===== config.mk =====
export PLATFORM = sky130hd
export DESIGN_NAME = branch_issue_scheduler
export DESIGN_NICKNAME = d
export VERILOG_FILES = /design/src/rtl/branch_unit_pkg.sv /design/src/rtl/branch_rs_select.sv /design/src/rtl/branch_issue_scheduler.sv
export SDC_FILE = /design/constraint.sdc
export NUM_CORES = 2
export LEC_CHECK = 0
export CORE_MARGIN = 1.5
export CORE_UTILIZATION = 54
export DETAILED_ROUTE_END_ITERATION = 12
export HOLD_SLACK_MARGIN = 0.1
export PLACE_DENSITY_LB_ADDON = 0.1
export SETUP_SLACK_MARGIN = 0.05
export SLEW_MARGIN = 30
export SYNTH_ARGS = -nofsm -noshare
export SYNTH_HDL_FRONTEND = slang
export SYNTH_HIERARCHICAL = 1
export SYNTH_SLANG_ARGS = --single-unit

===== constraint.sdc =====
create_clock -name clk -period 4.9 [get_ports clk]
set_clock_uncertainty 0.05 [all_clocks]
set_input_delay 0.49 -clock clk [delete_from_list [all_inputs] [get_ports clk]]
set_output_delay 0.49 -clock clk [all_outputs]
set_load 0.02 [all_outputs]

===== src/rtl/branch_unit_pkg.sv =====
// Shared types for the branch issue path: funct3 codes, queue entry layout
// and the CDB wakeup rule applied to each entry.
package branch_unit_pkg;

    localparam int BR_XLEN  = 32;
    localparam int BR_TAG_W = 5;

    localparam logic [2:0] BEQ  = 3'b000;
    localparam logic [2:0] BNE  = 3'b001;
    localparam logic [2:0] BLT  = 3'b100;
    localparam logic [2:0] BGE  = 3'b101;
    localparam logic [2:0] BLTU = 3'b110;
    localparam logic [2:0] BGEU = 3'b111;

    typedef struct packed {
        logic                valid;
        logic [2:0]          funct3;
        logic [BR_XLEN-1:0]  rs1_value;
        logic                rs1_ready;
        logic [BR_TAG_W-1:0] rs1_tag;
        logic [BR_XLEN-1:0]  rs2_value;
        logic                rs2_ready;
        logic [BR_TAG_W-1:0] rs2_tag;
        logic [BR_XLEN-1:0]  pc;
        logic [BR_XLEN-1:0]  imm;
        logic                pred_taken;
        logic [BR_TAG_W-1:0] rob_tag;
    } branch_rs_entry_t;

    // Only operands still waiting on their producer may capture a broadcast.
    function automatic branch_rs_entry_t wake(input branch_rs_entry_t e,
                                              input logic cdb_valid,
                                              input logic [BR_TAG_W-1:0] cdb_tag,
                                              input logic [BR_XLEN-1:0] cdb_value);
        branch_rs_entry_t r;
        r = e;
        if (cdb_valid && e.valid && !e.rs1_ready && e.rs1_tag == cdb_tag) begin
            r.rs1_value = cdb_value;
            r.rs1_ready = 1'b1;
        end
        if (cdb_valid && e.valid && !e.rs2_ready && e.rs2_tag == cdb_tag) begin
            r.rs2_value = cdb_value;
            r.rs2_ready = 1'b1;
        end
        return r;
    endfunction

endpackage


===== src/rtl/branch_rs_select.sv =====
// Oldest-ready picker: grants the lowest-index requesting slot.
module branch_rs_select #(
    parameter  int DEPTH = 4,
    localparam int IDX_W = $clog2(DEPTH)
) (
    input  logic [DEPTH-1:0] req,
    output logic [DEPTH-1:0] grant,
    output logic [IDX_W-1:0] idx,
    output logic             any
);

    always_comb begin
        grant = '0;
        idx   = '0;
        any   = 1'b0;
        for (int i = DEPTH - 1; i >= 0; i--) begin
            if (req[i]) begin
                grant    = '0;
                grant[i] = 1'b1;
                idx      = IDX_W'(i);
                any      = 1'b1;
            end
        end
    end

endmodule


===== src/rtl/branch_issue_scheduler.sv =====
// Compacting, age-ordered branch issue queue feeding one shared evaluator,
// with CDB wakeup and a registered resolve stage.
module branch_issue_scheduler
    import branch_unit_pkg::*;
#(
    parameter int DEPTH     = 4,
    parameter int XLEN      = BR_XLEN,
    parameter int TAG_WIDTH = BR_TAG_W
) (
    input  logic                 clk,
    input  logic                 reset_n,
    input  logic                 flush,
    input  logic                 alloc_valid,
    output logic                 alloc_ready,
    input  logic [2:0]           alloc_funct3,
    input  logic [XLEN-1:0]      alloc_rs1_value,
    input  logic [XLEN-1:0]      alloc_rs2_value,
    input  logic                 alloc_rs1_ready,
    input  logic                 alloc_rs2_ready,
    input  logic [TAG_WIDTH-1:0] alloc_rs1_tag,
    input  logic [TAG_WIDTH-1:0] alloc_rs2_tag,
    input  logic [XLEN-1:0]      alloc_pc,
    input  logic [XLEN-1:0]      alloc_imm,
    input  logic                 alloc_pred_taken,
    input  logic [TAG_WIDTH-1:0] alloc_rob_tag,
    input  logic                 cdb_valid,
    input  logic [TAG_WIDTH-1:0] cdb_tag,
    input  logic [XLEN-1:0]      cdb_value,
    output logic                 eval_valid,
    output logic [2:0]           eval_funct3,
    output logic [XLEN-1:0]      eval_rs1,
    output logic [XLEN-1:0]      eval_rs2,
    input  logic                 eval_taken,
    output logic                 res_valid,
    output logic [TAG_WIDTH-1:0] res_rob_tag,
    output logic                 res_taken,
    output logic [XLEN-1:0]      res_target,
    output logic                 res_mispredict
);

    localparam int IDX_W = $clog2(DEPTH);
    localparam int CNT_W = IDX_W + 1;

    branch_rs_entry_t ent_q [DEPTH];
    branch_rs_entry_t ent_d [DEPTH];
    branch_rs_entry_t woken [DEPTH];
    branch_rs_entry_t new_ent;
    branch_rs_entry_t iss_ent;

    logic [CNT_W-1:0]     count_q, count_d;
    logic [DEPTH-1:0]     req, grant;
    logic [IDX_W-1:0]     sel_idx;
    logic                 sel_any;
    logic                 alloc_fire;

    logic                 res_valid_q, res_valid_d;
    logic [TAG_WIDTH-1:0] res_rob_tag_q, res_rob_tag_d;
    logic                 res_taken_q, res_taken_d;
    logic [XLEN-1:0]      res_target_q, res_target_d;
    logic                 res_mispredict_q, res_mispredict_d;

    always_comb begin
        for (int i = 0; i < DEPTH; i++)
            req[i] = ent_q[i].valid && ent_q[i].rs1_ready && ent_q[i].rs2_ready;
    end

    branch_rs_select #(.DEPTH(DEPTH)) u_select (
        .req   (req),
        .grant (grant),
        .idx   (sel_idx),
        .any   (sel_any)
    );

    assign iss_ent     = ent_q[sel_idx];
    assign alloc_ready = count_q < CNT_W'(DEPTH);
    assign alloc_fire  = alloc_valid && alloc_ready;
    assign eval_valid  = sel_any;
    assign eval_funct3 = iss_ent.funct3;
    assign eval_rs1    = iss_ent.rs1_value;
    assign eval_rs2    = iss_ent.rs2_value;

    always_comb begin
        new_ent            = '0;
        new_ent.valid      = 1'b1;
        new_ent.funct3     = alloc_funct3;
        new_ent.rs1_value  = alloc_rs1_value;
        new_ent.rs1_ready  = alloc_rs1_ready;
        new_ent.rs1_tag    = alloc_rs1_tag;
        new_ent.rs2_value  = alloc_rs2_value;
        new_ent.rs2_ready  = alloc_rs2_ready;
        new_ent.rs2_tag    = alloc_rs2_tag;
        new_ent.pc         = alloc_pc;
        new_ent.imm        = alloc_imm;
        new_ent.pred_taken = alloc_pred_taken;
        new_ent.rob_tag    = alloc_rob_tag;
        // Bypass: an operand broadcast in its allocation cycle is never seen again.
        new_ent = wake(new_ent, cdb_valid, cdb_tag, cdb_value);

        for (int i = 0; i < DEPTH; i++) begin
            woken[i] = wake(ent_q[i], cdb_valid, cdb_tag, cdb_value);
            ent_d[i] = woken[i];
        end
        count_d = count_q;

        if (sel_any) begin
            for (int i = 0; i < DEPTH - 1; i++)
                if (i >= int'(sel_idx)) ent_d[i] = woken[i+1];
            ent_d[DEPTH-1] = '0;
            count_d        = count_q - 1'b1;
        end

        if (alloc_fire) begin
            ent_d[count_d[IDX_W-1:0]] = new_ent;
            count_d                   = count_d + 1'b1;
        end

        if (flush) begin
            for (int i = 0; i < DEPTH; i++) ent_d[i] = '0;
            count_d = '0;
        end
    end

    always_comb begin
        res_valid_d      = sel_any && !flush;
        res_rob_tag_d    = res_rob_tag_q;
        res_taken_d      = res_taken_q;
        res_target_d     = res_target_q;
        res_mispredict_d = res_mispredict_q;
        if (sel_any) begin
            res_rob_tag_d    = iss_ent.rob_tag;
            res_taken_d      = eval_taken;
            res_target_d     = eval_taken ? iss_ent.pc + iss_ent.imm : iss_ent.pc + XLEN'(4);
            res_mispredict_d = eval_taken ^ iss_ent.pred_taken;
        end
    end

    always_ff @(posedge clk or negedge reset_n) begin
        if (!reset_n) begin
            for (int i = 0; i < DEPTH; i++) ent_q[i] <= '0;
            count_q          <= '0;
            res_valid_q      <= 1'b0;
            res_rob_tag_q    <= '0;
            res_taken_q      <= 1'b0;
            res_target_q     <= '0;
            res_mispredict_q <= 1'b0;
        end else begin
            for (int i = 0; i < DEPTH; i++) ent_q[i] <= ent_d[i];
            count_q          <= count_d;
            res_valid_q      <= res_valid_d;
            res_rob_tag_q    <= res_rob_tag_d;
            res_taken_q      <= res_taken_d;
            res_target_q     <= res_target_d;
            res_mispredict_q <= res_mispredict_d;
        end
    end

    assign res_valid      = res_valid_q;
    assign res_rob_tag    = res_rob_tag_q;
    assign res_taken      = res_taken_q;
    assign res_target     = res_target_q;
    assign res_mispredict = res_mispredict_q;

endmodule


==> PnR_summary.wiki <==
{| class="wikitable"
! Metric !! Value
|-
| Status || completed
|-
| Required time reported for the critical path endpoint || 5.36 ns
|-
| Power density over the cells || 329 nW/µm²
|-
| I/O pin total || 301
|-
| Number of buffers added on ports || 300
|-
| Worst Setup Slack post-DPL || 0.296 ns
|-
| Number of nets in the layout || 4504
|-
| Core area || 71900 µm²
|-
| Critical path endpoint category || flop
|-
| Clock input transition at the sequential cells of the worst setup and hold paths || 0.06 ns
|-
| Clock tree from TritonCTS || done
|-
| Overall power after layout || 14800 µW
|-
| Number of global-route vias before repair || 34000
|-
| Cell area after technology mapping || 39400 µm²
|-
| DRC viols || 0
|-
| Antenna violations before repair || 9
|-
| Dpl hpwl || 78.5 mm
|-
| Leak pwr || 0.0178 µW
|-
| Share of final-layout standard cells stronger than drive strength 1 || 0.112
|-
| Final Setup Violations || 0
|-
| Data arrival time of the critical path || 5.08 ns
|-
| End-of-flow core utilization || 0.624
|-
| Net Count, Synth || 4541
|-
| Kind of launch point of the worst setup path || flop
|-
| Clock Sinks || 643
|-
| Buffer depth of the longest clock path || 3
|-
| Fin. Hold Viols || 0
|-
| Initial Utilization || 0.548
|-
| Routed Wire Length || 131 mm
|-
| Overall die height || 273 µm
|-
| Worst slew margin relative to its limit || 0.386
|-
| Die ar. || 74500 µm²
|-
| Maximum number of pins on one net before global-route repair || 121
|-
| Depth of the worst register-to-register path || 15
|-
| RD Place Congestion || 0.939
|-
| Max Slew Vio Count || 0
|-
| Highest clock frequency the design can meet || 217 MHz
|-
| Maximum fanout along the worst path || 14
|-
| Average wire per cell in the routed design || 24.8 µm
|-
| Post-route clock period utilization || 0.943
|-
| Worst hold stages || 2
|-
| Post-CTS setup buffer count || 0
|-
| Shortest period the worst path allows || 4.62 ns
|-
| RSZ-0062 raised after global routing || yes
|-
| Gate Count Post-Synth || 4311
|-
| Hold crit path type || primary input to flop
|-
| 1st-iter DRT viols || 3958
|-
| IR Drop Worst-Case VDD || 284 µV
|-
| Global-route usage over all layers || 0.349
|-
| Post-synthesis area per instance || 9.13 µm²
|-
| Synth-to-Final Area Change || 13.9%
|-
| Worst setup path category || flop to flop
|-
| Number of clock buffers inserted by TritonCTS || 74
|-
| Smallest setup slack after layout || 0.281 ns
|-
| Standard-cell row count || 98
|-
| Synth warn || 6
|-
| Insertion delay to the later sink of the worst-skew pair || 0.62 ns
|-
| Vias after detailed routing || 34800
|-
| Residual overflow from global routing || 0
|-
| Wire length of the first global-routing pass || 203 mm
|-
| Root buffer cell || clkbuf_16
|-
| Post-DRT Antenna Nets || 0
|-
| Number of levels the H-tree was split into || 3
|-
| Final hold slack || 0.371 ns
|-
| Reg-to-reg slack, setup || 0.28 ns
|-
| Final setup TNS || 0 ns
|-
| TritonRoute pass-1 iters || 5
|-
| Measured slew at the worst slew-check pin || 0.922 ns
|-
| Floorplan die width || 273 µm
|-
| Vias per inst || 6.59
|-
| Max-cap violations || 0
|}
metrics by stage:
stage | cell area, µm² | cells
2_1_floorplan | 39400 | 4311
3_3_place_gp | 42300 | 5146
3_5_place_dp | 42400 | 5146
4_1_cts | 44800 | 5274
5_1_grt | 44900 | 5283
6_report | 44900 | 5283
critical path: stages, from the launching register on:
cell	delay [ns]
dfrtp_1	0.44
and3_1	0.28
nand2b_4	0.08
a21oi_4	0.25
buf_12	0.22
mux4_2	0.57
ha_1	0.29
fa_1	0.47
a21o_1	0.23
a221o_1	0.36
o211ai_1	0.20
o211ai_1	0.20
o21ai_0	0.41
nor2_1	0.11
mux2i_1	0.14
a2111oi_2	0.20
flip-flops by register name, summed over array words and instances (netlist names):
name            flops
res_target         32
res_taken           1
count_q             3
res_rob_tag         5
res_mispredict      1
ent_q             600
res_valid           1
final cells by class:
cell class / instances / area [µm²]
repair buffers: 391 / 4070
inverters: 27 / 101
fillers: 6087 / 27000
clock buffers: 111 / 2210
clock inverters: 16 / 225
flip-flops and latches: 643 / 16100
well taps: 950 / 1190
diodes: 8 / 20.0
multi-input cells: 3137 / 20900
timing repair:
action	in CTS	in global routing
endpoints found under the hold margin	91	0
hold buffers	1	0
gates resized for setup	0	3
setup endpoints to repair	0	4
placed cells by master (no fill, tap or decap), drive strengths merged, types with 10 or more instances in the layout:
cell type / n
mux4: 137
inv: 26
nand3b: 83
nor3: 13
a31oi: 14
a21o: 15
nand2: 721
xnor2: 66
nand2b: 13
a311oi: 249
clkinv: 10
o211ai: 11
o21ai: 234
nor2b: 11
a211oi: 196
nand3: 12
dfrtp: 643
clkbuf: 112
mux2i: 39
a21oi: 242
nand4: 25
xor2: 33
buf: 92
clkdlybuf4s50: 297
mux2: 73
ha: 37
nor2: 625
o22a: 196
power breakdown:
part,internal [µW],leakage [µW],switching (µW)
clock network,3370,0.00120,2330
logic,1290,0.00792,1680
registers,5740,0.00866,326
total,10400,0.0178,4340
worst paths after layout:
check | from | to
hold / removal | flush | ent_q[119]
hold reg to reg | res_rob_tag[4] | res_rob_tag[4]
max in group asynchronous | reset_n | ent_q[407]
setup / recovery | ent_q[75] | res_target[30]
min in group asynchronous | reset_n | ent_q[583]
setup reg to reg | ent_q[75] | res_target[30]
per-layer routing:
metal  track usage  part of all wire
met4         0.140             0.039
met1         0.493              0.42
met5             0          0.000091
met2         0.529              0.45
met3        0.0667             0.092
Power figures use the tool's default switching activity.
